`src/rtl/fp_pkg.sv`:
```
// Shared FP32 definitions for the PE arithmetic blocks (multiplier and adder).
// Latency: n/a (constants, types and a pure classification function).
// Backpressure: n/a.
package fp_pkg;

    // FP32 field layout
    localparam int SIGN_BIT = 31;
    localparam int EXP_W    = 8;
    localparam int FRAC_W   = 23;
    localparam int MANT_W   = 24;
    localparam int PROD_W   = 2 * MANT_W;
    // Exponent arithmetic is carried as a 10-bit signed value so that both
    // underflow (<= 0) and overflow (>= 255) stay representable.
    localparam int EXPS_W   = 10;

    localparam int BIAS     = 127;
    localparam int EXP_MAX  = 255;

    localparam logic [31:0] QNAN = 32'h7FC0_0000;
    localparam logic [31:0] PINF = 32'h7F80_0000;

    typedef enum logic [1:0] {FP_ZERO, FP_NORM, FP_INF, FP_NAN} fp_class_t;

    // Stage-1 register contents: unpacked operands
    typedef struct packed {
        logic                     sign;
        logic signed [EXPS_W-1:0] exp;
        logic [MANT_W-1:0]        mant_a;
        logic [MANT_W-1:0]        mant_b;
        fp_class_t                cls_a;
        fp_class_t                cls_b;
    } fp_mul_s1_t;

    // Stage-2 register contents: raw product plus forwarded metadata
    typedef struct packed {
        logic                     sign;
        logic signed [EXPS_W-1:0] exp;
        logic [PROD_W-1:0]        prod;
        fp_class_t                cls_a;
        fp_class_t                cls_b;
    } fp_mul_s2_t;

    // Denormals are flushed: any zero exponent counts as zero.
    function automatic fp_class_t fp_classify(input logic [31:0] x);
        fp_class_t c;
        if (x[30:23] == 8'h00) begin
            c = FP_ZERO;
        end else if (x[30:23] == 8'hFF) begin
            c = (x[22:0] == '0) ? FP_INF : FP_NAN;
        end else begin
            c = FP_NORM;
        end
        return c;
    endfunction

endpackage

```
`src/rtl/fp_mul_norm_round.sv`:
```
// Normalize, round, overflow/underflow clamp and pack a raw 48-bit mantissa product.
// Latency: combinational (0 cycles).
// Backpressure: none; pure function of its inputs.
// Ports: sign_i/exp_i/prod_i = sign, biased 10-bit signed exponent and 24x24 product;
//        result_o = packed fp32. Rounding is RNE when FP_MUL_RNE_EN is defined,
//        truncation (toward zero) otherwise.
module fp_mul_norm_round
    import fp_pkg::*;
(
    input  logic                     sign_i,
    input  logic signed [EXPS_W-1:0] exp_i,
    input  logic [PROD_W-1:0]        prod_i,
    output logic [31:0]              result_o
);

    logic                     round_up;
    logic [MANT_W-1:0]        mant_pre;
    logic signed [EXPS_W-1:0] exp_pre;
    logic [MANT_W:0]          mant_rnd;
    logic [MANT_W-1:0]        mant_fin;
    logic signed [EXPS_W-1:0] exp_fin;

`ifdef FP_MUL_RNE_EN
    logic guard;
    logic sticky;
`else
    // Low product bits only matter for rounding; truncation drops them.
    logic unused_lsbs;
    assign unused_lsbs = ^prod_i[22:0];
`endif

    always_comb begin
        mant_pre = '0;
        exp_pre  = exp_i;
        round_up = 1'b0;
        mant_rnd = '0;
        mant_fin = '0;
        exp_fin  = '0;
        result_o = '0;

        // Product of two [1,2) mantissas lies in [1,4): at most one shift.
        if (prod_i[PROD_W-1]) begin
            mant_pre = prod_i[47:24];
            exp_pre  = exp_i + 10'sd1;
        end else begin
            mant_pre = prod_i[46:23];
            exp_pre  = exp_i;
        end

`ifdef FP_MUL_RNE_EN
        guard    = prod_i[PROD_W-1] ? prod_i[23] : prod_i[22];
        sticky   = prod_i[PROD_W-1] ? (|prod_i[22:0]) : (|prod_i[21:0]);
        round_up = guard & (sticky | mant_pre[0]);
`else
        round_up = 1'b0;
`endif

        mant_rnd = {1'b0, mant_pre} + {{MANT_W{1'b0}}, round_up};

        // All-ones mantissa rounding up wraps to 1.0 at the next exponent.
        if (mant_rnd[MANT_W]) begin
            mant_fin = {1'b1, {FRAC_W{1'b0}}};
            exp_fin  = exp_pre + 10'sd1;
        end else begin
            mant_fin = mant_rnd[MANT_W-1:0];
            exp_fin  = exp_pre;
        end

        if (exp_fin >= $signed(10'(EXP_MAX))) begin
            result_o = {sign_i, PINF[30:0]};
        end else if (exp_fin <= 10'sd0) begin
            result_o = {sign_i, 31'b0};
        end else begin
            result_o = {sign_i, exp_fin[EXP_W-1:0], mant_fin[FRAC_W-1:0]};
        end
    end

endmodule

```
`src/rtl/fp_mul.sv`:
```
// Pipelined IEEE-754 binary32 multiplier feeding the PE accumulator adder.
// Latency: 3 en-high clock edges from operand capture to PE_result/out_valid.
// Backpressure: none beyond en; en=0 freezes every stage including valids.
// Ports: clk, rst (synchronous, active-low), en (global advance), in_valid/PE_a/PE_b
//        (operand pair), PE_result/out_valid (registered product and its valid).
// Config: define FP_MUL_RNE_EN for round-to-nearest-even, otherwise truncation.
module fp_mul #(
    parameter int          BIAS      = fp_pkg::BIAS,
    parameter logic [31:0] NAN_CANON = fp_pkg::QNAN
) (
    input  logic        clk,
    input  logic        rst,
    input  logic        en,
    input  logic        in_valid,
    input  logic [31:0] PE_a,
    input  logic [31:0] PE_b,
    output logic [31:0] PE_result,
    output logic        out_valid
);

    import fp_pkg::*;

    fp_mul_s1_t  s1_d, s1_q;
    fp_mul_s2_t  s2_d, s2_q;
    logic        vld1_d, vld1_q;
    logic        vld2_d, vld2_q;
    logic [31:0] result_d, result_q;
    logic        out_valid_d, out_valid_q;

    logic [31:0] norm_res;
    logic        any_nan;
    logic        any_inf;
    logic        any_zero;

    // S1: unpack and classify
    always_comb begin
        s1_d        = '0;
        vld1_d      = in_valid;
        s1_d.sign   = PE_a[SIGN_BIT] ^ PE_b[SIGN_BIT];
        s1_d.cls_a  = fp_classify(PE_a);
        s1_d.cls_b  = fp_classify(PE_b);
        // Modular 10-bit arithmetic gives the correct two's-complement result.
        s1_d.exp    = 10'(PE_a[30:23]) + 10'(PE_b[30:23]) - 10'(BIAS);
        s1_d.mant_a = (s1_d.cls_a == FP_NORM) ? {1'b1, PE_a[FRAC_W-1:0]} : '0;
        s1_d.mant_b = (s1_d.cls_b == FP_NORM) ? {1'b1, PE_b[FRAC_W-1:0]} : '0;
    end

    // S2: mantissa multiply, metadata forwarded
    always_comb begin
        s2_d       = '0;
        vld2_d     = vld1_q;
        s2_d.sign  = s1_q.sign;
        s2_d.exp   = s1_q.exp;
        s2_d.cls_a = s1_q.cls_a;
        s2_d.cls_b = s1_q.cls_b;
        s2_d.prod  = 48'(s1_q.mant_a) * 48'(s1_q.mant_b);
    end

    // S3: normal path through the shared normalize/round block
    fp_mul_norm_round u_norm_round (
        .sign_i   (s2_q.sign),
        .exp_i    (s2_q.exp),
        .prod_i   (s2_q.prod),
        .result_o (norm_res)
    );

    // S3: special-case priority NaN > inf > zero > normal
    always_comb begin
        any_inf     = (s2_q.cls_a == FP_INF)  || (s2_q.cls_b == FP_INF);
        any_zero    = (s2_q.cls_a == FP_ZERO) || (s2_q.cls_b == FP_ZERO);
        any_nan     = (s2_q.cls_a == FP_NAN)  || (s2_q.cls_b == FP_NAN) ||
                      (any_inf && any_zero);
        out_valid_d = vld2_q;
        if (any_nan) begin
            result_d = NAN_CANON;
        end else if (any_inf) begin
            result_d = {s2_q.sign, PINF[30:0]};
        end else if (any_zero) begin
            result_d = {s2_q.sign, 31'b0};
        end else begin
            result_d = norm_res;
        end
    end

    // Reset wins over en; en=0 holds every stage.
    always_ff @(posedge clk) begin
        if (!rst) begin
            s1_q        <= '0;
            s2_q        <= '0;
            vld1_q      <= 1'b0;
            vld2_q      <= 1'b0;
            result_q    <= '0;
            out_valid_q <= 1'b0;
        end else if (en) begin
            s1_q        <= s1_d;
            s2_q        <= s2_d;
            vld1_q      <= vld1_d;
            vld2_q      <= vld2_d;
            result_q    <= result_d;
            out_valid_q <= out_valid_d;
        end
    end

    assign PE_result = result_q;
    assign out_valid = out_valid_q;

endmodule

```
`config.mk`:
```
export PLATFORM = sky130hd
export DESIGN_NAME = fp_mul
export DESIGN_NICKNAME = d
export VERILOG_FILES = /design/src/rtl/fp_pkg.sv /design/src/rtl/fp_mul_norm_round.sv /design/src/rtl/fp_mul.sv
export SDC_FILE = /design/constraint.sdc
export NUM_CORES = 2
export LEC_CHECK = 0
export ABC_CLOCK_PERIOD_IN_PS = 9800
export BUFFER_PORTS_ARGS = -buffer_cell sky130_fd_sc_hd__buf_2
export CORE_MARGIN = 3
export CORE_UTILIZATION = 45
export CTS_CLUSTER_SIZE = 20
export DETAILED_ROUTE_END_ITERATION = 7
export SLEW_MARGIN = 20
export SYNTH_ARGS = -nofsm -noshare
export SYNTH_HDL_FRONTEND = slang
export SYNTH_SLANG_ARGS = --single-unit
```
`constraint.sdc`:
```
create_clock -name clk -period 9.8 [get_ports clk]
set_input_delay 0.98 -clock clk [delete_from_list [all_inputs] [get_ports clk]]
set_output_delay 0.98 -clock clk [all_outputs]
set_load 0.02 [all_outputs]
```
== Yosys cells after proc, flatten, opt, wreduce, memory -nomap -nowiden ==
Index checks and enable logic that the tools add are counted.
Word-level totals
  register bits after elaboration: 161
  bits of input ports: 68
  output and inout bits: 33
Cells by class
  $add $sub $neg: 3
  multiply operators: 1
  magnitude comparators: 2
  equality and inequality tests: 8
  multiplexer cells: 15
  bitwise operators: 1
  reduce and logical (&&, ||, !) cells: 11
Operator list (number)
  $mux W31: 4
  $mul A24 B24 Y48: 1
  $mux W24: 2
  $logic_not A23 Y1: 2
  $mux W32: 1
  $mux W23: 1
  $eq A8 B8 Y1 const B: 2
  $logic_not A8 Y1: 2
  $add A10 B2 Y10 const B: 1
  $ge A10 B9 Y1 const B: 1
  $le A10 B1 Y1 const B: 1
  $mux W10: 1
  $sub A9 B7 Y10 const B: 1
  $add A8 B8 Y9: 1
  $eq A2 B2 Y1 const B: 4
  $mux W2: 4
  $eq A2 B1 Y1 const B: 2
  $logic_not A2 Y1: 2
  $logic_or A1 B1 Y1: 4
  $mux W1: 2
  $logic_and A1 B1 Y1: 1
  $xor A1 B1 Y1: 1

== Depth between registers and ports, before layout ==
  depth after elaboration: 8
  gate-level depth with buffers: 26
  mapped depth without buffers: 24

== Hierarchy ==
A second synthesis with hierarchy kept.
Second synthesis, totals
  cells, all modules: 2989
  area total of the unflattened synthesis: 26324.0 µm²
Modules (own cells, without submodules)
  fp_mul: instances 1, cells an instance 2859, area each 25240.5 µm²
  fp_mul_norm_round: instances 1, cells an instance 130, area each 1083.5 µm²

== Least setup slack after synthesis ==
Ideal clock, no wire load.
  path type: register -> register
  from: reg s1_q[7] in the netlist's numbering
  to: reg s2_q[48] in the netlist's numbering
  library setup time: 0.062 ns
  arrival time: 6.784 ns
  required time: 9.738 ns
  setup slack: 2.954 ns
  stages on the path, launching flop included: 27
  buffers on the path: 2
  period minus slack after synthesis: 6.846 ns
  cells stage by stage: dfxtp_1 > clkbuf_1 > clkbuf_1 > nand2_1 > fa_1 > inv_1 > fa_1 > inv_1 > fa_1 > inv_1 > fa_1 > inv_1 > fa_1 > inv_1 > fa_1 > inv_1 > fa_1 > inv_1 > ha_1 > o21a_1 > o21bai_1 > a21o_1 > or4_4 > a2111oi_4 > o211ai_2 > a2111o_1 > nand3_1
On the way
  word-level cells in the longest chain between the ends: 1
Ends and longest elaborated chain
  start, declared: RTL line fp_mul.sv:23  | fp_mul_s1_t s1_d, s1_q;
  start signal, assigned: RTL line fp_mul.sv:88  | s1_q <= '0;
  start signal, assigned: RTL line fp_mul.sv:95  | s1_q <= s1_d;
  $mul A24 B24 Y48: RTL line fp_mul.sv:56  | s2_d.prod = 48'(s1_q.mant_a) * 48'(s1_q.mant_b);
  end signal, assigned: RTL line fp_mul.sv:89  | s2_q <= '0;
  end signal, assigned: RTL line fp_mul.sv:96  | s2_q <= s2_d;
  end, declared: RTL line fp_mul.sv:24  | fp_mul_s2_t s2_d, s2_q;
No other way between the ends.
A chain may end at the register's enable or synchronous reset.

== Worst setup path in the final report ==
  from: reg s1_q[6] in the netlist's numbering
  to: reg s2_q[45] in the netlist's numbering
The elaborated chain is that of the path after synthesis.

==> flow_metrics.py <==
metrics = {
    "status": {
        "status": "complete, no violations",
    },
    "worst_setup_path": {
        "r2r_cells": 23,
        "crit_required_ns": 10.14,
        "endpoint_kind": "flip-flop",
        "crit_arrival_ns": 8.56,
        "criticalPathCategory": "reg -> reg",
        "cp_max_fo": 25,
        "setup.worst_path.start_class": "flip-flop",
    },
    "yosys": {
        "ys.flop_type": "dfxtp_1",
        "synth_edf_count": 0,
        "synth.avg_cell_area_sq_um": 8.81,
        "synth.most_common_cell": "inv_1",
        "synthTopCellsByCount": "inv_1 (576), fa_1 (482), nand2_1 (364)",
        "synth_area_leaders": "fa_1 (39%), dfxtp_1 (11%), ha_1 (9.4%), inv_1 (8.8%), and2_1 (7.8%)",
        "synthesis.nets": 3532,
        "yosysWarningCount": 0,
        "synth_top_cell_area_share_pct": 39.2,
        "ys_seq_area_share_pct": 11.2,
        "netlist_area_sq_um": 24600,
        "syn_inst": 2796,
        "yosysUniqueCellTypes": 61,
        "yosysTopAreaCell": "fa_1",
        "async_reset_ff_share_pct": 0,
        "ys_ff_latch": 138,
    },
    "sta": {
        "drv_slew": 0,
        "hold_violations": 0,
        "finalCriticalPeriod_ns": 8.22,
        "fin_worst_skew_ns": 0.0155,
        "rsz0062_at_grt": "false",
        "max_freq_ghz": 0.122,
        "setup_slack_ns": 1.58,
        "hold_ws_ns": 0.467,
        "tightestPinTransition_ns": 1.18,
        "finalCritPeriodShare_pct": 83.9,
        "finalSetupViolCount": 0,
        "slew_headroom_pct": 21.4,
        "fin_setup_tns_ns": 0,
    },
    "floorplan": {
        "placementRows": 85,
        "initial_core_util_pct": 45.6,
        "io-pin-count": 101,
        "die_h_um": 240,
        "die-width_um": 240,
        "core-area_sq_um": 54000,
        "die_area_sq_um": 57600,
    },
    "detailed_routing": {
        "ant_nets": 0,
        "routed_wl_um": 71200,
        "wl_per_cell_um": 20.3,
        "post-route-drc-count": 0,
        "drt_pass1_iterations": 5,
        "vias_per_cell": 5.44,
        "num_vias": 19117,
        "drtIter0Drc": 1075,
    },
    "cells_and_area": {
        "nets": 3540,
        "drive_above_1_share_pct": 7.06,
        "area_growth_pct": 7.14,
        "antenna_cells": 0,
    },
    "cts": {
        "cts_tree": "built",
        "cts_buffer_depth": 2,
        "clock_latency_ns": 0.45,
        "post_cts_buffers": 0,
        "clk_pin_slew_worst_paths_ns": 0.07,
        "cts_hold_buf": 0,
        "cts.sinks": 138,
        "cts_resized": 0,
        "htreeDepth": 4,
        "clk_root_buffer_cell": "clkbuf_16",
        "cts_buffers": 17,
    },
    "placement": {
        "hpwl_um": 55300,
        "gp_congestion": 0.904,
        "place_ws_ns": 1.76,
        "numPortBuffers": 100,
    },
    "global_routing": {
        "grt_max_degree": 92,
        "antenna_found_initial": 4,
        "grt_pass1_wl_um": 116000,
        "grt_pass1_vias": 21100,
        "grtUsageTotal_pct": 26.0,
        "grt_overflow": 0,
    },
    "pwr": {
        "p_total_mw": 2.26,
        "ir_worst_vdd_uv": 95.4,
        "powerDensity_nw_per_um2": 85.5,
        "power_leakage_nw": 12.8,
    },
    "worst_hold_path": {
        "hold_path_class": "reg -> reg",
        "min_path_cells": 2,
    },
    "job": {
        "drv_cap": 0,
    },
}
==> where the power goes <==
group	total [mW]	internal, mW	switching, mW
registers	0.682	0.597	0.0851
logic	0.895	0.333	0.563
clock network	0.678	0.370	0.307
==> routing by layer <==
layer	wire length (um)	up-vias	track usage [%]
li1	-	8548	-
met1	28800	9856	31.9
met2	36400	556	47.2
met3	3330	157	3.15
met4	2700	0	9.13
met5	0	-	0
==> registers in the layout (all words and copies together), names as in the netlist <==
name         cells
out_valid_d      1
s2_q            40
s1_q            63
vld1_q           1
out_valid        1
PE_result       32
==> logic make-up after synthesis <==
family	share of synthesized area (%)
AOI/OAI and AO/OA	8.14
buffers and inverters	11.2
and+or+nand+nor	17.8
adders and majority gates	48.6
muxes	2.08
DFF	11.2
xor gates and xnor gates	0.995
==> layout by cell type, fill, tap and decap left out, types with 6 or more instances in the layout <==
cell       instances
and2_1           306
nand4_1           16
o2bb2ai_1         22
o21a_1            17
ha_1             186
o21ai_0           36
a21o_1            12
o21bai_1          10
dfxtp_1          131
buf_2            100
o211ai_1           8
nor4_1            13
nor2b_1            6
a22oi_1           47
buf_4             44
nand3_1           23
mux2i_1           50
a211o_1            6
fa_1             482
dfxtp_2            7
xor2_1            11
clkbuf_16         17
nor3_1            20
inv_1            575
nand2_1          364
nor2_1           112
a21oi_1           79
xnor2_1           17
==> stage by stage <==
stage,instance area (sq um),util (%),instances
6_report,26400,48.9,3513
5_1_grt,26400,48.9,3513
4_1_cts,26400,48.8,3513
3_5_place_dp,25800,47.7,3481
3_3_place_gp,25800,47.7,3481
2_1_floorplan,24600,-,2796
==> critical path, stage by stage, from the launching register on <==
cell and delay (ns):
dfxtp_1 1.10, and2_1 0.26, fa_1 0.44, fa_1 0.55
inv_1 0.05, fa_1 0.52, inv_1 0.05, fa_1 0.50
inv_1 0.05, fa_1 0.54, inv_1 0.05, fa_1 0.48
inv_1 0.05, fa_1 0.48, inv_1 0.05, ha_1 0.34
nand4_1 0.15, a2111oi_0 0.35, o211ai_1 0.22, a2111oi_2 0.89
o211ai_1 0.25, a2111oi_2 0.40, nor3_1 0.09, o31ai_1 0.22
==> layout make-up <==
type                    count  area [sq um]
well taps                 696           871
fillers                  5203         27600
clock inverters            15           201
clock buffers              17           425
flip-flops and latches    138          2770
multi-input cells        1926         19100
repair buffers            144           831
inverters                 577          2170
==> path summary, 6_finish.rpt <==
kind         startpoint        to  slack [ns]
max reg2reg     s1_q[6]  s2_q[45]        1.58
min            s1_q[61]  s1_q[61]        0.47
max             s1_q[6]  s2_q[45]        1.58
min reg2reg    s1_q[61]  s1_q[61]        0.47
(Power assumes the default switching activity.)
